$ cat src/rtl/fetch_unit.sv
`default_nettype none
// ============================================================================
// Module      : fetch_unit
// Description : Two-state instruction fetch/issue sequencer with PC update,
//               jump/branch target selection and retired-instruction counter.
// Revision    : 1.0 - initial release
// ============================================================================
module fetch_unit #(
  parameter logic [31:0] RESET_PC = 32'h0000_0000,
  parameter int unsigned IMEM_AW  = 32
) (
  input  logic               clock,
  input  logic               reset,
  output logic               imemReq,
  output logic [IMEM_AW-1:0] imemAddr,
  input  logic               imemReady,
  input  logic [31:0]        imemData,
  output logic               instrValid,
  output logic [31:0]        instruction,
  input  logic               instrAccept,
  input  logic               jump,
  input  logic [1:0]         branch,
  input  logic               zero,
  input  logic               halt,
  output logic [31:0]        pc,
  output logic [31:0]        retired
);

  typedef enum logic [0:0] {
    FETCH = 1'b0,
    ISSUE = 1'b1
  } state_t;

  state_t      r_state;
  state_t      w_stateNext;
  logic        r_reqActive;
  logic [31:0] r_pc;
  logic [31:0] r_instruction;
  logic [31:0] r_retired;

  logic        w_fire;
  logic        w_accept;
  logic        w_branchTaken;
  logic [31:0] w_pcPlus4;
  logic [31:0] w_jumpTarget;
  logic [31:0] w_branchTarget;
  logic [31:0] w_pcNext;

  // Once a request is on the bus it stays there until served, even if halt rises.
  assign imemReq     = reset && (r_state == FETCH) && (r_reqActive || !halt);
  assign imemAddr    = r_pc[IMEM_AW-1:0];
  assign instrValid  = (r_state == ISSUE);
  assign instruction = r_instruction;
  assign pc          = r_pc;
  assign retired     = r_retired;

  assign w_fire   = imemReq && imemReady;
  assign w_accept = (r_state == ISSUE) && instrAccept;

  assign w_pcPlus4      = r_pc + 32'd4;
  assign w_jumpTarget   = {w_pcPlus4[31:28], r_instruction[25:0], 2'b00};
  assign w_branchTarget = w_pcPlus4 + {{14{r_instruction[15]}}, r_instruction[15:0], 2'b00};
  assign w_branchTaken  = ((branch == 2'd1) && zero) || ((branch == 2'd2) && !zero);

  always_comb begin
    w_pcNext = w_pcPlus4;
    if (jump) begin
      w_pcNext = w_jumpTarget;
    end else if (w_branchTaken) begin
      w_pcNext = w_branchTarget;
    end
  end

  always_comb begin
    w_stateNext = r_state;
    case (r_state)
      FETCH:   if (w_fire)   w_stateNext = ISSUE;
      ISSUE:   if (w_accept) w_stateNext = FETCH;
      default: w_stateNext = FETCH;
    endcase
  end

  always_ff @(posedge clock or negedge reset) begin
    if (!reset) begin
      r_state       <= FETCH;
      r_reqActive   <= 1'b0;
      r_pc          <= RESET_PC;
      r_instruction <= 32'h0000_0000;
      r_retired     <= 32'h0000_0000;
    end else begin
      r_state     <= w_stateNext;
      r_reqActive <= imemReq && !imemReady;
      if (w_fire) begin
        r_instruction <= imemData;
      end
      if (w_accept) begin
        r_pc      <= w_pcNext;
        r_retired <= r_retired + 32'd1;
      end
    end
  end

endmodule
`default_nettype wire

$ cat config.mk
export PLATFORM = sky130hd
export DESIGN_NAME = fetch_unit
export DESIGN_NICKNAME = d
export VERILOG_FILES = /design/src/rtl/fetch_unit.sv
export SDC_FILE = /design/constraint.sdc
export NUM_CORES = 1
export LEC_CHECK = 0
export ABC_AREA = 1
export CAP_MARGIN = 20
export CORE_UTILIZATION = 55
export CTS_BUF_LIST = sky130_fd_sc_hd__clkbuf_8
export CTS_CLUSTER_DIAMETER = 120
export CTS_CLUSTER_SIZE = 12
export DETAILED_ROUTE_END_ITERATION = 7
export DONT_BUFFER_PORTS = 1
export MAX_ROUTING_LAYER = met4
export PLACE_DENSITY = 0.79
export REMOVE_ABC_BUFFERS = 1
export SLEW_MARGIN = 10
export SYNTH_ARGS = -nofsm -noshare
export SYNTH_HDL_FRONTEND = slang
export SYNTH_SLANG_ARGS = --single-unit
$ cat constraint.sdc
create_clock -name clock -period 3.3 [get_ports clock]
set_input_delay 0.33 -clock clock [delete_from_list [all_inputs] [get_ports clock]]
set_output_delay 0.33 -clock clock [all_outputs]
set_load 0.05 [all_outputs]
== Word level (Yosys, flattened, before mapping) ==
Index checks and enable logic that the tools add are counted.

* Output and inout port bits: 130
* Bits of input ports: 41
* Latch bits: 0
* Memory bits (read-only): 0
* RAM bits: 0
* Memories kept: 0
* Word-level logic and storage cells: 28
* Register bits after elaboration: 98

* Bitwise operators: 1
* Muxes and demuxes: 5
* Add/sub/neg operators: 3
* Equal/unequal tests: 2
* Magnitude comparators: 0
* Reductions and logical operators: 12
* Div/mod/pow operators: 0
* Shifts and indexed selects: 0
* Multipliers: 0

{| class="wikitable"
|+ Operators with widths
! cell !! count
|-
| $mux W32 || 2
|-
| $add A32 B1 Y32 const B || 1
|-
| $add A32 B3 Y32 const B || 1
|-
| $add A32 B32 Y32 || 1
|-
| $logic_and A1 B1 Y1 || 7
|-
| $logic_not A1 Y1 || 3
|-
| $eq A2 B1 Y1 const B || 1
|-
| $eq A2 B2 Y1 const B || 1
|-
| $logic_or A1 B1 Y1 || 2
|-
| $mux W1 || 2
|-
| $pmux W1 S2 || 1
|-
| $not A1 Y1 || 1
|}

== Depth between registers and ports, before layout ==
Gate-level depths: netlist of run 1.

* Depth after elaboration: 6
* Gate-level depth with buffers: 24
* Gate-level depth less buffers: 24

== Worst setup path before layout of run 1 ==
No wires, ideal clock.

* Kind: register -> register
* Start: register r_pc[3], in the netlist imemAddr[3]
* End: register r_pc[27], in the netlist imemAddr[27]
* Arrival time: 2862 ps
* Setup time: 118 ps
* Stages on the path, launching flop included: 20
* Data required time: 3182 ps
* Clock period less this slack: 2980 ps
* Path buffers: 0
* Setup slack: 320 ps
* Path through: dfrtp_1 -> ha_1 -> nand3_2 -> inv_2 -> nand2_2 -> nor2_2 -> nand2_1 -> xor2_1 -> inv_1 -> ha_1 -> a21oi_1 -> nand2_1 -> a21oi_1 -> nor2_1 -> nor2_1 -> nand3_1 -> nand3_1 -> nand2_1 -> nand2_1 -> nand2_1

* Word-level cells in the longest chain between the ends: 4

{| class="wikitable"
|+ Ends and longest elaborated chain
! what !! line !! source
|-
| start, declared || 37 || <nowiki>logic [31:0] r_pc;</nowiki>
|-
| start signal, assigned || 97 || <nowiki>r_pc <= w_pcNext;</nowiki>
|-
| $add A32 B3 Y32 (*) || 60 || <nowiki>assign w_pcPlus4 = r_pc + 32'd4;</nowiki>
|-
| $add A32 B32 Y32 || 62 || <nowiki>assign w_branchTarget = w_pcPlus4 + {{14{r_instruction[15]}}, r_instruction[15:0], 2'b00};</nowiki>
|-
| $mux W32 (*) || 69 || <nowiki>end else if (w_branchTaken) begin</nowiki>
|-
| $mux W32 (*) || 67 || <nowiki>if (jump) begin</nowiki>
|}

Every way passes the cells marked *; elsewhere a longest branch is shown, timed or not.
A chain may end at the register's enable or synchronous reset.

== Worst setup path in the final report of run 1 ==
* Start: register r_pc[8], in the netlist imemAddr[8]
* End: register r_pc[21], in the netlist imemAddr[21]

Same word-level chain as after synthesis.

==> results.yml, run 1 <==
run_status:
  status: "completed"
setup_path:
  crit_required_ns: 3.61
  cp_slowest_cell: "dfrtp_1"
  crit_fanout: 5
  max_stage_delay_ns: 0.44
  crit_path_start_kind: "flop"
  endpoint_kind: "flop"
  critical_path_class: "reg2reg"
  crit_chain: "nand2_1 -> nor2_4 -> nand2_2 -> nor2_4 -> nand3_1 -> xor2_2 -> ha_1 -> nand2_1 -> nor2_2 -> inv_1 -> nor2_1 -> nand4_1 -> nand3_1 -> nand2_1 -> nand3_1 -> nand2_1 -> a21oi_1"
  crit_buf_inv: 1
  crit_top_cell: "nand2_1"
  startpoint: "imemAddr[8]"
  r2r_start: "imemAddr[8]"
  arrival_ns: 3.42
  cp_top_family: "simple AND/OR/NAND/NOR gates"
grt:
  track_usage_pct: 33.4
  antenna_found_initial: 2
  grt_max_degree: 97
  grt_pass1_vias: 7387
  overflow: 0
  grt_first_pass_wirelength_um: 36700
route:
  drtIter0Drc: 684
  viasPerCell: 5.67
  first_pass_iters: 5
  antenna_left: 0
  wl_per_cell_um: 17.1
  drc_errors: 0
  via_count: 7529
  finalWirelength_um: 22700
synthesis:
  synthCells: 1124
  syn_avg_cell_area_um2: 6.93
  ys_warn_count: 0
  synth_area_leaders: "dfrtp_1 (31%), nand2_1 (15%), inv_1 (6.9%)"
  synth_seq_area_share_pct: 30.8
  synth_most_common_cell: "nand2_1"
  synth_area_leader_cell: "dfrtp_1"
  synthTopCellsByCount: "nand2_1 (308), inv_1 (144), nor2_1 (115)"
  ys_seq_elements: 96
  synth_area_mm2: 0.00779
  async_flop_share_pct: 100
  netlist.area_leader.share_pct: 30.8
  synth_edf_count: 0
  synth.distinct_cells: 45
  ys.flop_type: "dfrtp_1"
finish:
  fillers: 1223
  seq_area_mm2: 0.00241
  layout.nets: 1220
  multi_input_area_mm2: 0.00456
  area_growth_pct: 8.46
  drive_gt1_share_pct: 13.2
  final_area_mm2: 0.00845
  fin_cells: 1328
  utilization_pct: 61.1
pwr:
  power.switching_mw: 5.00
  ir_drop_v: 0.000564
  power_frac_seq_pct: 26.1
  power_mw: 8.42
  p_comb_share_pct: 63.2
  power_leakage_nw: 4.41
  p_clk_share_pct: 10.7
  p_int_mw: 3.42
  swShare_pct: 59.4
  power_density_mw_per_mm2: 997
sta:
  worst_slack_ns: 0.191
  relSlewSlack_pct: 40.8
  fin_crit_sh_pct: 94.2
  finalClockSkew_ns: 0.0174
  max_freq_ghz: 0.322
  setup_viol: 0
  period_needed_ns: 3.11
  worst_slew_pin_slew_ns: 0.885
  final_hold_viol_count: 0
  whs_ns: 0.0423
  drv_slew: 0
  fin_tns_setup_ns: 0
die:
  core_mm2: 0.0138
  dieArea_mm2: 0.0146
  io_pins: 171
  initial_core_util_pct: 56.3
  die_y_um: 121
  die_w_um: 121
  rows: 43
placement:
  dp_slack_ns: 0.0865
  hpwl_um: 17600
  place_area_mm2: 0.00807
  place_inst: 1303
  place_congestion: 1.05
  io_buffers: 0
clock_tree:
  cts_max_path_buffers: 2
  clk_latency_ns: 0.39
  cts_max_level: 3
  cts_buffers: 9
  clk_pin_slew_ns: 0.10
  cts_tree: "yes"
  cts.sinks: 96
  cts_root_buf: "clkbuf_8"
min_path:
  min_from: "instrAccept"
  hold_class: "in2reg"
run:
  max_cap_violations: 0
registers in the layout, indices dropped and copies added (netlist names):
signal	count
instruction	32
retired	32
imemAddr	30
instrValid	1
r_reqActive	1
worst register-to-register path: stages (launching register included):
cell and delay, ns:
dfrtp_1 0.44, nand2_1 0.16, nor2_4 0.19, nand2_2 0.12, nor2_4 0.17, nand3_1 0.15
xor2_2 0.24, ha_1 0.33, nand2_1 0.13, nor2_2 0.18, inv_1 0.08, nor2_1 0.17
nand4_1 0.17, nand3_1 0.13, nand2_1 0.05, nand3_1 0.11, nand2_1 0.10, a21oi_1 0.13
power groups by stage:
stage / logic, mW / registers, mW / clock network (mW)
after global routing: 5.84 / 2.23 / 0.940
after global placement: 5.08 / 2.18 / 0
after CTS: 5.18 / 2.17 / 0.905
after floorplan: 2.69 / 3.33 / 0
after detailed placement: 5.13 / 2.19 / 0
final: 5.33 / 2.20 / 0.898
path summary, 6_finish.rpt:
check / to / slack (ns) / cells past startpoint
max reg2reg: imemAddr[21] / 0.19 / 17
max: imemAddr[21] / 0.19 / 17
min in group asynchronous: imemAddr[31] / 0.47 / 2
min reg2reg: imemAddr[15] / 0.55 / 2
min: instrValid / 0.04 / 1
max in group asynchronous: imemAddr[11] / 2.35 / 2
per-layer routing:
metal,share of wire (%),track usage [%]
met1,41,40.8
met2,46,52.5
met3,8.2,7.28
met4,4.2,16.2
met5,0,-
cells by family (layout without fill, tap and decap cells):
| kind of cell | count (synthesis) | in the layout | share of synthesized area [%] |
|---|---|---|---|
| adders and majority gates | 39 | 39 | 6.36 |
| and+or+nand+nor | 577 | 577 | 32.8 |
| AOI/OAI and AO/OA | 126 | 126 | 8.61 |
| other | 1 | 7 | 0.0481 |
| buffers and inverters | 205 | 223 | 11.6 |
| DFF | 96 | 96 | 30.8 |
| muxes | 23 | 23 | 3.32 |
| xor gates and xnor gates | 57 | 57 | 6.41 |
final cells by class:
type,count,share of cell area (%)
Antenna cell,3,0.0888
Tap cell,180,2.67
Timing Repair Buffer,56,5.32
Inverter,151,6.71
Multi-Input combinational cell,826,54.0
Clock inverter,7,1.21
Sequential cell,96,28.5
Clock buffer,9,1.47
cells in the final DEF, fill, tap and decap left out, drive strengths merged, types with 4 or more instances in the layout:
| cell type | instances |
|---|---|
| nor2 | 129 |
| nand3 | 75 |
| nand3b | 5 |
| nor4 | 7 |
| ha | 38 |
| nand4 | 21 |
| buf | 54 |
| o21bai | 7 |
| dfrtp | 96 |
| clkinv | 4 |
| mux2 | 23 |
| nand2 | 318 |
| xor2 | 45 |
| nor3 | 16 |
| clkbuf | 9 |
| conb | 4 |
| xnor2 | 12 |
| a21oi | 75 |
| o21ai | 34 |
| inv | 150 |
repair_timing:
item                                    4_1_cts  5_1_grt
endpoints found under the setup margin        0       15
gates resized for setup                       0       25
buffers inserted                              0        3
hold buffers                                  3        0
endpoints found under the hold margin        97        0
No activity file was read; power rests on OpenSTA's default activity.
==> run 2, diff against run 1 <==
SETUP_SLACK_MARGIN = 0.15   (was unset)
==> results.yml, run 2 (synthesis results as in run 1) <==
setup_path:
  rr_worst_depth: 17
  critical_path_class: "reg2reg"
  ff2ff_setup_slack_ns: 0.27
  crit_fanout: 5
  r2r_start: "imemAddr[2]"
  crit_required_ns: 3.63
  arrival_ns: 3.36
  endpoint_kind: "flop"
  reg2reg_to: "imemAddr[23]"
  crit_path_start_kind: "flop"
sta:
  fin_crit_sh_pct: 92.0
  drv_slew: 0
  setup_viol: 0
  period_needed_ns: 3.03
  final_hold_viol_count: 0
  rsz0062_at_grt: "yes"
  worst_slew_pin_slew_ns: 0.896
  finalClockSkew_ns: 0.0154
  max_freq_ghz: 0.330
  relSlewSlack_pct: 40.1
route:
  antenna_left: 0
  viasPerCell: 5.67
  drc_errors: 0
  finalWirelength_um: 23100
  drtIter0Drc: 670
  via_count: 7587
  first_pass_iters: 5
  wl_per_cell_um: 17.3
min_path:
  hold_end: "instrValid"
  hold_class: "in2reg"
  whs_path_depth: 1
  min_from: "instrAccept"
clock_tree:
  cts.sinks: 96
  cts_max_path_buffers: 2
  cts_tree: "yes"
  cts_buffers: 9
  clk_pin_slew_ns: 0.10
  cts_max_level: 3
  cts_root_buf: "clkbuf_8"
  clk_latency_ns: 0.39
grt:
  track_usage_pct: 33.4
  grt_first_pass_wirelength_um: 36800
  grt_pass1_vias: 7389
  antenna_found_initial: 2
  grt_max_degree: 97
  overflow: 0
pwr:
  power_density_mw_per_mm2: 997
  ir_drop_v: 0.000577
  power_leakage_nw: 4.47
die:
  io_pins: 171
  rows: 43
  core_mm2: 0.0138
  dieArea_mm2: 0.0146
  initial_core_util_pct: 56.3
  die_y_um: 121
  die_w_um: 121
placement:
  io_buffers: 0
  place_area_mm2: 0.00807
  hpwl_um: 17600
  place_inst: 1303
  place_congestion: 1.05
finish:
  mostFrequentLayoutCell: "nand2_1"
  area_growth_pct: 11.1
  fillers: 1192
  final_area_mm2: 0.00866
  drive_gt1_share_pct: 16.3
  layout.nets: 1229
  final_cell_mix: "nand2_1 (302), inv_1 (143), nor2_1 (103)"
  fin_cells: 1337
run_status:
  status: "completed"
run:
  max_cap_violations: 0
[run 2: changes by cell type in the layout (fill, tap and decap cells not counted), sizes merged]
cell  previous run  this run
buf             54        63
[run 2: worst max-delay path: stages (launching register included)]
cell and delay, ns:
dfrtp_2 0.42, buf_6 0.25, nand3_1 0.18, nor2_1 0.15, buf_4 0.15, xor2_1 0.15, inv_1 0.10, ha_1 0.32
nand2_1 0.11, nor2_1 0.27, a21oi_1 0.11, nand2_1 0.21, nand2_1 0.12, nand2_1 0.08, nand2_1 0.05, nand3_1 0.10
nand2_1 0.07, a21oi_1 0.12
[run 2: area by class of cell]
cell class                 instances  area, µm²  share of cell area [%]
clock inverter                     7        103                    1.18
sequential                        96       2410                    27.9
antenna                            3       7.51                  0.0867
inverter                         151        567                    6.55
multi-input combinational        826       4700                    54.3
clock buffer                       9        124                    1.43
timing repair buffer              65        517                    5.97
tap                              180        225                    2.60
[run 2: per-stage QoR]
step                utilization [%]  hold WS, ns  worst slack, ns  TNS [ns]  power (mW)
floorplan                         -       0.0344          -0.0425    -0.113        6.02
global placement               58.3       0.0358           0.0375         0        7.26
detailed placement             58.3       0.0359           0.0865         0        7.32
CTS                            60.4       0.0453            0.155         0        8.26
global route                   62.6       0.0584           0.0514         0        9.22
finish                         62.6       0.0455            0.265         0        8.63
[run 2: timing repair]
item                                    in CTS  in global routing
endpoints found under the hold margin       97                  0
hold buffers                                 3                  0
endpoints found under the setup margin       4                 18
cloned                                       0                  0
pin swaps                                    0                 11
buffers inserted                             0                 12
resized for setup                            1                 59
[run 2: routing by layer]
metal	part of all wire, %	vias to the layer above	GRT usage (%)
met3	8.6	86	7.28
met4	5.2	0	16.4
li1	-	3601	-
met5	0	-	-
met1	41	3516	40.9
met2	45	384	52.4
[run 2: worst max-delay path by stage]
stage,slack (ns),start,depth (start not counted),to
floorplan,-0.04,imemAddr[3],19,imemAddr[27]
global placement,0.04,imemAddr[6],17,imemAddr[28]
detailed placement,0.09,imemAddr[5],17,imemAddr[28]
CTS,0.16,imemAddr[5],17,imemAddr[28]
global route,0.05,imemAddr[2],19,imemAddr[21]
finish,0.27,imemAddr[2],17,imemAddr[23]
[run 2: power breakdown]
group	switching [mW]	internal, mW	leakage [nW]
combinational	3.88	1.65	3.21
sequential	0.758	1.45	1.15
clock	0.463	0.436	0.109
total	5.10	3.53	4.47
==> run 3, diff against run 2 <==
CORE_ASPECT_RATIO = 0.9   (was unset)
CORE_UTILIZATION = 40   (was 55)
PLACE_DENSITY = 0.63   (was 0.79)
==> results.yml, run 3 (synthesis results as in run 1) <==
clock_tree:
  cts_root_buf: "clkbuf_8"
  cts_max_path_buffers: 2
  cts_buffers: 9
  cts.sinks: 96
  clk_latency_ns: 0.39
  cts_tree: "yes"
  clk_pin_slew_ns: 0.10
  cts_max_level: 3
grt:
  grt_pass1_vias: 6896
  grt_first_pass_wirelength_um: 38000
  track_usage_pct: 25.9
  grt_max_degree: 97
  overflow: 0
  antenna_found_initial: 1
finish:
  fillers: 1975
  final_cell_mix: "nand2_1 (301), inv_1 (142), nor2_1 (99)"
  fin_cells: 1420
  area_growth_pct: 14.1
  final_area_mm2: 0.00889
  seq_area_mm2: 0.00242
  drive_gt1_share_pct: 18.6
  multi_input_area_mm2: 0.00476
  utilization_pct: 46.6
  mostFrequentLayoutCell: "nand2_1"
  layout.nets: 1243
sta:
  drv_slew: 0
  rsz0062_at_grt: "yes"
  setup_viol: 0
  fin_crit_sh_pct: 92.6
  fin_tns_setup_ns: 0
  finalClockSkew_ns: 0.0130
  final_hold_viol_count: 0
  worst_slew_pin_slew_ns: 1.07
  max_freq_ghz: 0.327
  worst_slack_ns: 0.243
  relSlewSlack_pct: 28.9
  period_needed_ns: 3.06
route:
  finalWirelength_um: 25000
  antenna_left: 0
  viasPerCell: 5.15
  first_pass_iters: 5
  drc_errors: 0
  via_count: 7311
  drtIter0Drc: 600
  wl_per_cell_um: 17.6
run:
  max_cap_violations: 0
setup_path:
  crit_top_cell: "nand2_1"
  crit_path_start_kind: "flop"
  reg2reg_to: "imemAddr[30]"
  ff2ff_setup_slack_ns: 0.24
  critical_path_class: "reg2reg"
  endpoint_kind: "flop"
  crit_required_ns: 3.59
  crit_chain: "nand2_1 -> nor2_4 -> nand2_2 -> nor2_4 -> buf_4 -> nand2_1 -> xor2_1 -> ha_1 -> nand2_1 -> nor3_2 -> nand2_1 -> nor3_1 -> nand2_1 -> nand3_1 -> nand3_1 -> nand2_1 -> nand2_1"
  max_stage_delay_ns: 0.43
  crit_fanout: 4
  r2r_start: "imemAddr[6]"
  cp_slowest_cell: "dfrtp_2"
  arrival_ns: 3.34
  rr_worst_depth: 17
die:
  rows: 48
  initial_core_util_pct: 40.8
  die_y_um: 134
  dieArea_mm2: 0.0200
  die_w_um: 149
  io_pins: 171
  core_mm2: 0.0191
min_path:
  hold_class: "in2reg"
  hold_end: "instrValid"
  whs_path_depth: 1
  min_from: "instrAccept"
placement:
  io_buffers: 0
  place_inst: 1388
  place_congestion: 0.991
  dp_slack_ns: 0.0414
  place_area_mm2: 0.00827
  hpwl_um: 19200
run_status:
  status: "completed"
pwr:
  power_density_mw_per_mm2: 985
  ir_drop_v: 0.000416
  power_leakage_nw: 4.53
[run 3: final cells by class]
cell class / count / area share, %
timing repair buffer: 79 / 6.95
multi-input combinational: 826 / 53.5
inverter: 151 / 6.37
tap: 250 / 3.52
clock inverter: 6 / 0.844
sequential: 96 / 27.2
antenna: 2 / 0.0563
clock buffer: 10 / 1.55
[run 3: per-layer routing]
layer	vias to the layer above	share of wire, %	global-route usage (%)
met2	277	44	38.1
li1	3621	-	-
met4	0	2.9	9.64
met3	37	7.1	5.07
met1	3376	46	35.0
met5	-	0	-
[run 3: worst max-delay path by stage]
stage	to	slack, ns	from
after CTS	imemAddr[28]	0.14	imemAddr[7]
after detailed placement	imemAddr[28]	0.04	imemAddr[7]
after global placement	imemAddr[28]	-0.01	imemAddr[7]
after floorplan	imemAddr[27]	-0.04	imemAddr[3]
after global routing	imemAddr[21]	0.08	imemAddr[7]
final	imemAddr[30]	0.24	imemAddr[6]
[run 3: critical path: cells and delay by family (launching register included)]
family	cells	cell delay, ns
adders and majority gates	1	0.38
buffers and inverters	1	0.15
and+or+nand+nor	14	1.80
xor gates and xnor gates	1	0.20
DFF	1	0.43
[run 3: power by group]
group / internal (mW) / switching [mW] / leakage [nW]
sequential: 1.45 / 0.750 / 1.15
combinational: 1.72 / 3.98 / 3.27
clock: 0.385 / 0.478 / 0.111
[run 3: timing repair]
action,CTS,global route
endpoints found under the hold margin,97,0
pin swaps,0,7
hold buffers,3,0
resized for setup,2,73
buffers inserted,0,11
endpoints found under the setup margin,6,18
[run 3: per-stage QoR]
stage | power (mW) | hold WS [ns]
floorplan | 6.02 | 0.0344
global placement | 7.46 | 0.0375
detailed placement | 7.46 | 0.0382
CTS | 8.39 | 0.0281
global route | 9.38 | 0.0291
finish | 8.76 | 0.0434
